==> config.mk <==
export PLATFORM = sky130hd
export DESIGN_NAME = tlb_miss_sched
export DESIGN_NICKNAME = d
export VERILOG_FILES = /design/src/rtl/ariane_pkg.sv /design/src/rtl/tlb_miss_sched_rr_arb_2.sv /design/src/rtl/tlb_miss_sched.sv
export SDC_FILE = /design/constraint.sdc
export NUM_CORES = 1
export LEC_CHECK = 0
export BUFFER_PORTS_ARGS = -buffer_cell sky130_fd_sc_hd__buf_2
export CAP_MARGIN = 10
export CORE_AREA = 2 2 162 164
export DETAILED_ROUTE_END_ITERATION = 10
export DIE_AREA = 0 0 164 166
export PLACE_DENSITY = 0.49
export SLEW_MARGIN = 10
export SYNTH_ARGS = -nofsm -noshare
export SYNTH_HDL_FRONTEND = slang
export SYNTH_SLANG_ARGS = --single-unit
==> constraint.sdc <==
create_clock -name clk_i -period 2.8 [get_ports clk_i]
set_input_delay 0.28 -clock clk_i [delete_from_list [all_inputs] [get_ports clk_i]]
set_output_delay 0.28 -clock clk_i [all_outputs]
set_load 0.05 [all_outputs]
==> src/rtl/ariane_pkg.sv <==
// ariane_pkg: types and constants shared between the L1 TLBs, the L2 TLB,
// the page-table walker and the TLB miss scheduler.
//   tlb_update_t : refill packet (valid, page size, tag, PTE content)
//   ITLB / DTLB  : requester index constants for the miss scheduler
package ariane_pkg;

  localparam int unsigned TLB_ASID_W = 1;
  localparam int unsigned TLB_VPN_W  = 27;

  localparam int unsigned ITLB = 0;
  localparam int unsigned DTLB = 1;

  typedef struct packed {
    logic [9:0]  reserved;
    logic [43:0] ppn;
    logic [1:0]  rsw;
    logic        d;
    logic        a;
    logic        g;
    logic        u;
    logic        x;
    logic        w;
    logic        r;
    logic        v;
  } pte_t;

  typedef struct packed {
    logic                  valid;
    logic                  is_2M;
    logic                  is_1G;
    logic [TLB_VPN_W-1:0]  vpn;
    logic [TLB_ASID_W-1:0] asid;
    pte_t                  content;
  } tlb_update_t;

endpackage

==> src/rtl/tlb_miss_sched_rr_arb_2.sv <==
// rr_arb_2: two-way round-robin arbiter used to pick between ITLB and DTLB
// misses.
//   clk_i, rst_i : clock, synchronous active-high reset
//   req          : request vector, bit0 ITLB, bit1 DTLB
//   advance      : the grant is being consumed this cycle
//   gnt          : one-hot grant (combinational)
module rr_arb_2
  import ariane_pkg::*;
(
  input  logic       clk_i,
  input  logic       rst_i,
  input  logic [1:0] req,
  input  logic       advance,
  output logic [1:0] gnt
);

  // index of the requester served last; starts as ITLB so DTLB wins the
  // first tie
  logic last_q;

  always_comb begin
    gnt = req;
    if (req == 2'b11) begin
      gnt = last_q ? 2'b01 : 2'b10;
    end
  end

  always_ff @(posedge clk_i) begin
    if (rst_i) begin
      last_q <= 1'(ITLB);
    end else if (advance && (|req)) begin
      last_q <= gnt[1];
    end
  end

endmodule

==> src/rtl/tlb_miss_sched.sv <==
// tlb_miss_sched: serialises ITLB/DTLB misses, probes the L2 TLB and, on an
// L2 miss, requests a page-table walk; returns the refill (or a fault) to
// the requesting L1 TLB. One miss is outstanding at a time.
//   clk_i, rst_i            : clock, synchronous active-high reset
//   flush_i                 : SFENCE.VMA, aborts/discards the outstanding miss
//   miss_valid_i/vpn/asid   : per-requester miss (bit0 ITLB, bit1 DTLB)
//   miss_ready_o            : one-hot acceptance pulse
//   l2_lu_*_o, l2_hit_i,
//   l2_update_i             : L2 TLB probe and its next-cycle response
//   ptw_req_o/vpn/asid,
//   ptw_gnt_i, ptw_done_i,
//   ptw_update_i, ptw_error_i : page-table walker handshake
//   update_o, update_dest_o : refill to the L1 TLB selected one-hot
//   error_o                 : one-hot fault pulse
//   busy_o                  : a miss is in flight
module tlb_miss_sched
  import ariane_pkg::*;
#(
  parameter int unsigned ASID_WIDTH = 1,
  parameter int unsigned VPN_WIDTH  = 27
) (
  input  logic                       clk_i,
  input  logic                       rst_i,
  input  logic                       flush_i,
  input  logic [1:0]                 miss_valid_i,
  input  logic [1:0][VPN_WIDTH-1:0]  miss_vpn_i,
  input  logic [1:0][ASID_WIDTH-1:0] miss_asid_i,
  output logic [1:0]                 miss_ready_o,
  output logic                       l2_lu_valid_o,
  output logic [VPN_WIDTH-1:0]       l2_lu_vpn_o,
  output logic [ASID_WIDTH-1:0]      l2_lu_asid_o,
  input  logic                       l2_hit_i,
  input  tlb_update_t                l2_update_i,
  output logic                       ptw_req_o,
  output logic [VPN_WIDTH-1:0]       ptw_vpn_o,
  output logic [ASID_WIDTH-1:0]      ptw_asid_o,
  input  logic                       ptw_gnt_i,
  input  logic                       ptw_done_i,
  input  tlb_update_t                ptw_update_i,
  input  logic                       ptw_error_i,
  output tlb_update_t                update_o,
  output logic [1:0]                 update_dest_o,
  output logic [1:0]                 error_o,
  output logic                       busy_o
);

  typedef enum logic [2:0] {
    IDLE,
    LOOKUP,
    L2_RESP,
    WALK_REQ,
    WALK_WAIT,
    DRAIN,
    RESPOND
  } state_e;

  state_e                  state_q, state_d;
  logic                    idx_q;
  logic [VPN_WIDTH-1:0]    vpn_q;
  logic [ASID_WIDTH-1:0]   asid_q;
  logic                    is_2m_q, is_1g_q;
  pte_t                    pte_q;
  logic [1:0]              ready_q;
  logic                    lu_q, ptw_req_q, resp_q, busy_q;

  logic [1:0] gnt;
  logic       grant_en;
  logic [1:0] idx_oh;
  logic       out_en;
  logic       upd_valid;

  // tag fields of the incoming refills are replaced by the latched request
  logic unused_upd;
  assign unused_upd = ^{l2_update_i.valid, l2_update_i.vpn, l2_update_i.asid,
                        ptw_update_i.valid, ptw_update_i.vpn, ptw_update_i.asid};

  assign grant_en = (state_q == IDLE) && !flush_i && (|miss_valid_i);
  assign idx_oh   = idx_q ? 2'b10 : 2'b01;
  // outputs are held at zero while reset is asserted, whatever state
  // the registers still hold in the first reset cycle
  assign out_en   = !rst_i;

  rr_arb_2 u_arb (
    .clk_i   (clk_i),
    .rst_i   (rst_i),
    .req     (miss_valid_i),
    .advance (grant_en),
    .gnt     (gnt)
  );

  always_comb begin
    state_d = state_q;
    case (state_q)
      IDLE:      if (grant_en) state_d = LOOKUP;
      LOOKUP:    state_d = flush_i ? IDLE : L2_RESP;
      L2_RESP: begin
        if (flush_i)       state_d = IDLE;
        else if (l2_hit_i) state_d = RESPOND;
        else               state_d = WALK_REQ;
      end
      WALK_REQ: begin
        // a grant accepted under flush still owes us a done: drain it
        if (ptw_gnt_i)    state_d = flush_i ? DRAIN : WALK_WAIT;
        else if (flush_i) state_d = IDLE;
      end
      WALK_WAIT: begin
        if (ptw_done_i)   state_d = (flush_i || ptw_error_i) ? IDLE : RESPOND;
        else if (flush_i) state_d = DRAIN;
      end
      DRAIN:     if (ptw_done_i) state_d = IDLE;
      RESPOND:   state_d = IDLE;
      default:   state_d = IDLE;
    endcase
  end

  always_ff @(posedge clk_i) begin
    if (rst_i) begin
      state_q   <= IDLE;
      idx_q     <= 1'b0;
      vpn_q     <= '0;
      asid_q    <= '0;
      is_2m_q   <= 1'b0;
      is_1g_q   <= 1'b0;
      pte_q     <= '0;
      ready_q   <= '0;
      lu_q      <= 1'b0;
      ptw_req_q <= 1'b0;
      resp_q    <= 1'b0;
      busy_q    <= 1'b0;
    end else begin
      state_q   <= state_d;
      ready_q   <= grant_en ? gnt : 2'b00;
      lu_q      <= (state_d == LOOKUP);
      ptw_req_q <= (state_d == WALK_REQ);
      resp_q    <= (state_d == RESPOND);
      busy_q    <= (state_d != IDLE);
      if (grant_en) begin
        idx_q  <= gnt[1];
        vpn_q  <= miss_vpn_i[gnt[1]];
        asid_q <= miss_asid_i[gnt[1]];
      end
      if (state_q == L2_RESP && state_d == RESPOND) begin
        is_2m_q <= l2_update_i.is_2M;
        is_1g_q <= l2_update_i.is_1G;
        pte_q   <= l2_update_i.content;
      end else if (state_q == WALK_WAIT && state_d == RESPOND) begin
        is_2m_q <= ptw_update_i.is_2M;
        is_1g_q <= ptw_update_i.is_1G;
        pte_q   <= ptw_update_i.content;
      end
    end
  end

  assign miss_ready_o  = out_en ? ready_q : 2'b00;
  assign l2_lu_valid_o = out_en && lu_q;
  assign l2_lu_vpn_o   = l2_lu_valid_o ? vpn_q : '0;
  assign l2_lu_asid_o  = l2_lu_valid_o ? asid_q : '0;
  assign ptw_req_o     = out_en && ptw_req_q;
  assign ptw_vpn_o     = ptw_req_o ? vpn_q : '0;
  assign ptw_asid_o    = ptw_req_o ? asid_q : '0;
  assign busy_o        = out_en && busy_q;

  // a flush arriving in RESPOND kills the refill at the last moment
  assign upd_valid     = out_en && resp_q && !flush_i;
  assign update_dest_o = upd_valid ? idx_oh : 2'b00;

  always_comb begin
    update_o = '0;
    if (upd_valid) begin
      update_o.valid   = 1'b1;
      update_o.is_2M   = is_2m_q;
      update_o.is_1G   = is_1g_q;
      update_o.vpn     = TLB_VPN_W'(vpn_q);
      update_o.asid    = TLB_ASID_W'(asid_q);
      update_o.content = pte_q;
    end
  end

  // faults are reported in the done cycle itself
  assign error_o = (out_en && state_q == WALK_WAIT && ptw_done_i && ptw_error_i && !flush_i)
                   ? idx_oh : 2'b00;

endmodule
==> flow_summary.yaml <==
critical_path:
  crit_slowest_cell: "or3b_4"
  crit_required_ps: 3070
  critical_path.max_fanout: 52
  crit_type: "reg2reg"
  crit_chain: "or3b_4, o22ai_4, buf_12, o221ai_1, a21oi_1"
  max_stage_delay_ps: 620
  path_buf_inv: 1
  crit_family: "simple AND/OR/NAND/NOR gates"
  startpoint_type: "register"
  cp.arrival_ps: 2460
  cp-end-kind: "register"
routing:
  drc: 0
  drtPass1Iterations: 5
  viasPerCell: 4.61
  postRouteAntennaNets: 0
  drt-total-wl_mm: 21.8
  vias: 6093
  drt_iter0_markers: 234
  detail_route.wl_per_cell_um: 16.4
timing:
  fin_crit_ps: 2180
  setup_viol: 0
  finalMaxSlewViolations: 0
  fin_crit_sh: 0.780
  max_freq_mhz: 458
  slew_headroom: 0.392
  tightest_slew_ps: 889
  rsz0062_at_grt: "false"
  fin_tns_setup_ps: 0
  setup_slack_ps: 617
  hold_violations: 0
  whs_ps: 225
  clock_skew_ps: 10.4
clock_network:
  cts-root-buf: "clkbuf_16"
  clk_path_buf_depth: 2
  cts_made_buffers: 9
  cts_resized: 0
  h-tree-depth: 3
  clk_pin_slew_ps: 80
  cts.sinks: 104
  insertion_delay_ps: 350
  cts_hold_buf: 0
  postCtsSetupBuffers: 0
  cts_tree: "yes"
layout:
  layout_commonest_cell: "buf_2"
  nNetsFinal: 1237
  layout_common_cells: "buf_2 (355), dfxtp_1 (103), and3_1 (96)"
  fin_util: 0.320
  drive_gt1_frac: 0.470
  area_delta_synth_final_pct: 38.8
pwr:
  total_power_w: 0.00327
  switching_share: 0.279
  p_leak_nw: 3.98
  p_int_w: 0.00236
  peakVddDrop_mv: 0.268
  p_seq_frac: 0.483
  p_switching_w: 0.000911
  pwr-share-clk: 0.376
  power.density_mw_per_mm2: 399
  pwr-share-comb: 0.141
global_route:
  first_global_vias: 5732
  grt_max_degree: 70
  grt_first_pass_wirelength_mm: 33.2
  antenna_found_initial: 1
  gr-usage-all-layers: 0.157
  overflow: 0
yosys:
  ys_seq_area_frac: 0.353
  async_flop_share: 0
  ys_ff_latch: 104
  synth.area.top_cells: "dfxtp_1 (35%), and3_1 (10%), o221ai_2 (10%)"
  synth_area_mm2: 0.00590
  netlist.area_leader.share: 0.353
  postSynthAreaPerCell_um2: 8.75
  ys_types: 43
  synth_edf_count: 0
  syn_nets: 929
  synth_top_cell_by_area: "dfxtp_1"
  ys_dominant_reg_cell: "dfxtp_1"
  ys_warn_count: 0
  synth_cells: 674
floorplanning:
  rows: 59
  die_h_um: 166
  io_pins: 415
  die_width_um: 164
  design.core.area_mm2: 0.0256
  die-area_mm2: 0.0272
  initial_core_util: 0.230
placement:
  hpwl_mm: 16.4
  preCtsSetupSlack_ps: 619
  place_congestion: 0.766
  numPortBuffers: 356
job:
  drv_cap: 0
outcome:
  outcome: "finished clean"
hold_path:
  hold_path.class: "in2reg"
state kept, by name, summed over array words and instances, names as in the netlist:
name	cells
vpn_q	27
is_2m_q	1
asid_q	1
busy_q	1
lu_q	1
ready_q	2
idx_q	1
resp_q	1
is_1g_q	1
pte_q	64
state_q	3
ptw_req_q	1
metal layers:
metal	wire, um	track usage	share of wire	up-vias
met2	10900	0.270	0.50	200
met3	1600	0.0397	0.074	9
met5	0	0	0	-
met1	9030	0.194	0.42	2806
met4	199	0.0374	0.0091	0
li1	-	-	-	3078
worst paths after layout:
path | from | endpoint | slack [ps] | cells after the start
worst min register to register | pte_q[25] | pte_q[25] | 450 | 2
worst min-delay path | miss_valid_i[0] | ready_q[0] | 230 | 3
worst max-delay path | state_q[1] | pte_q[32] | 620 | 5
worst max register to register | state_q[1] | pte_q[32] | 620 | 5
through the flow:
step,instances,cell area [um2]
after floorplan,674,5900
after global placement,1306,7910
after detailed placement,1306,7910
after CTS,1322,8190
after global routing,1323,8190
final,1323,8190
worst reg2reg max path: cells and delay by family (launching register included):
kind / cells / cell delay, ps
compound gates: 3 / 670
simple gates: 1 / 630
flops: 1 / 540
buf+inv: 1 / 270
power by group through the flow:
stage | Sequential, W | Combinational (W) | Clock (W)
detailed placement | 0.00161 | 0.000467 | 0
floorplan | 0.00159 | 0.000252 | 0
CTS | 0.00158 | 0.000469 | 0.00131
global route | 0.00159 | 0.000513 | 0.00135
finish | 0.00158 | 0.000461 | 0.00123
global placement | 0.00161 | 0.000463 | 0
cell type report:
type                    count  area [um2]
diodes                      1        2.50
clock buffers              10         239
clock inverters             6        42.5
fillers                  2796       17400
inverters                   3        11.3
multi-input cells         487        3420
flip-flops and latches    104        2080
well taps                 335         419
repair buffers            377        1970
synthesized netlist by cell type (2+ instances only):
cell	count
nor2b_1	6
dfxtp_1	104
and2_1	59
buf_4	2
nor3_1	3
a21oi_1	49
o221ai_1	26
o221ai_2	40
clkbuf_1	45
a21oi_2	20
o31ai_1	2
buf_6	4
nor2_1	35
and3_1	96
inv_1	3
o21ai_0	2
buf_12	2
nand2_1	70
or2_2	2
buf_1	2
buf_8	2
a211oi_1	28
nor4b_1	3
buf_2	23
mux2i_1	28
cell families after synthesis:
group,synth area share
AOI/OAI and AO/OA,0.265
buffers and inverters,0.0734
DFF,0.353
muxes,0.0494
and+or+nand+nor,0.259
(Power assumes the default switching activity.)
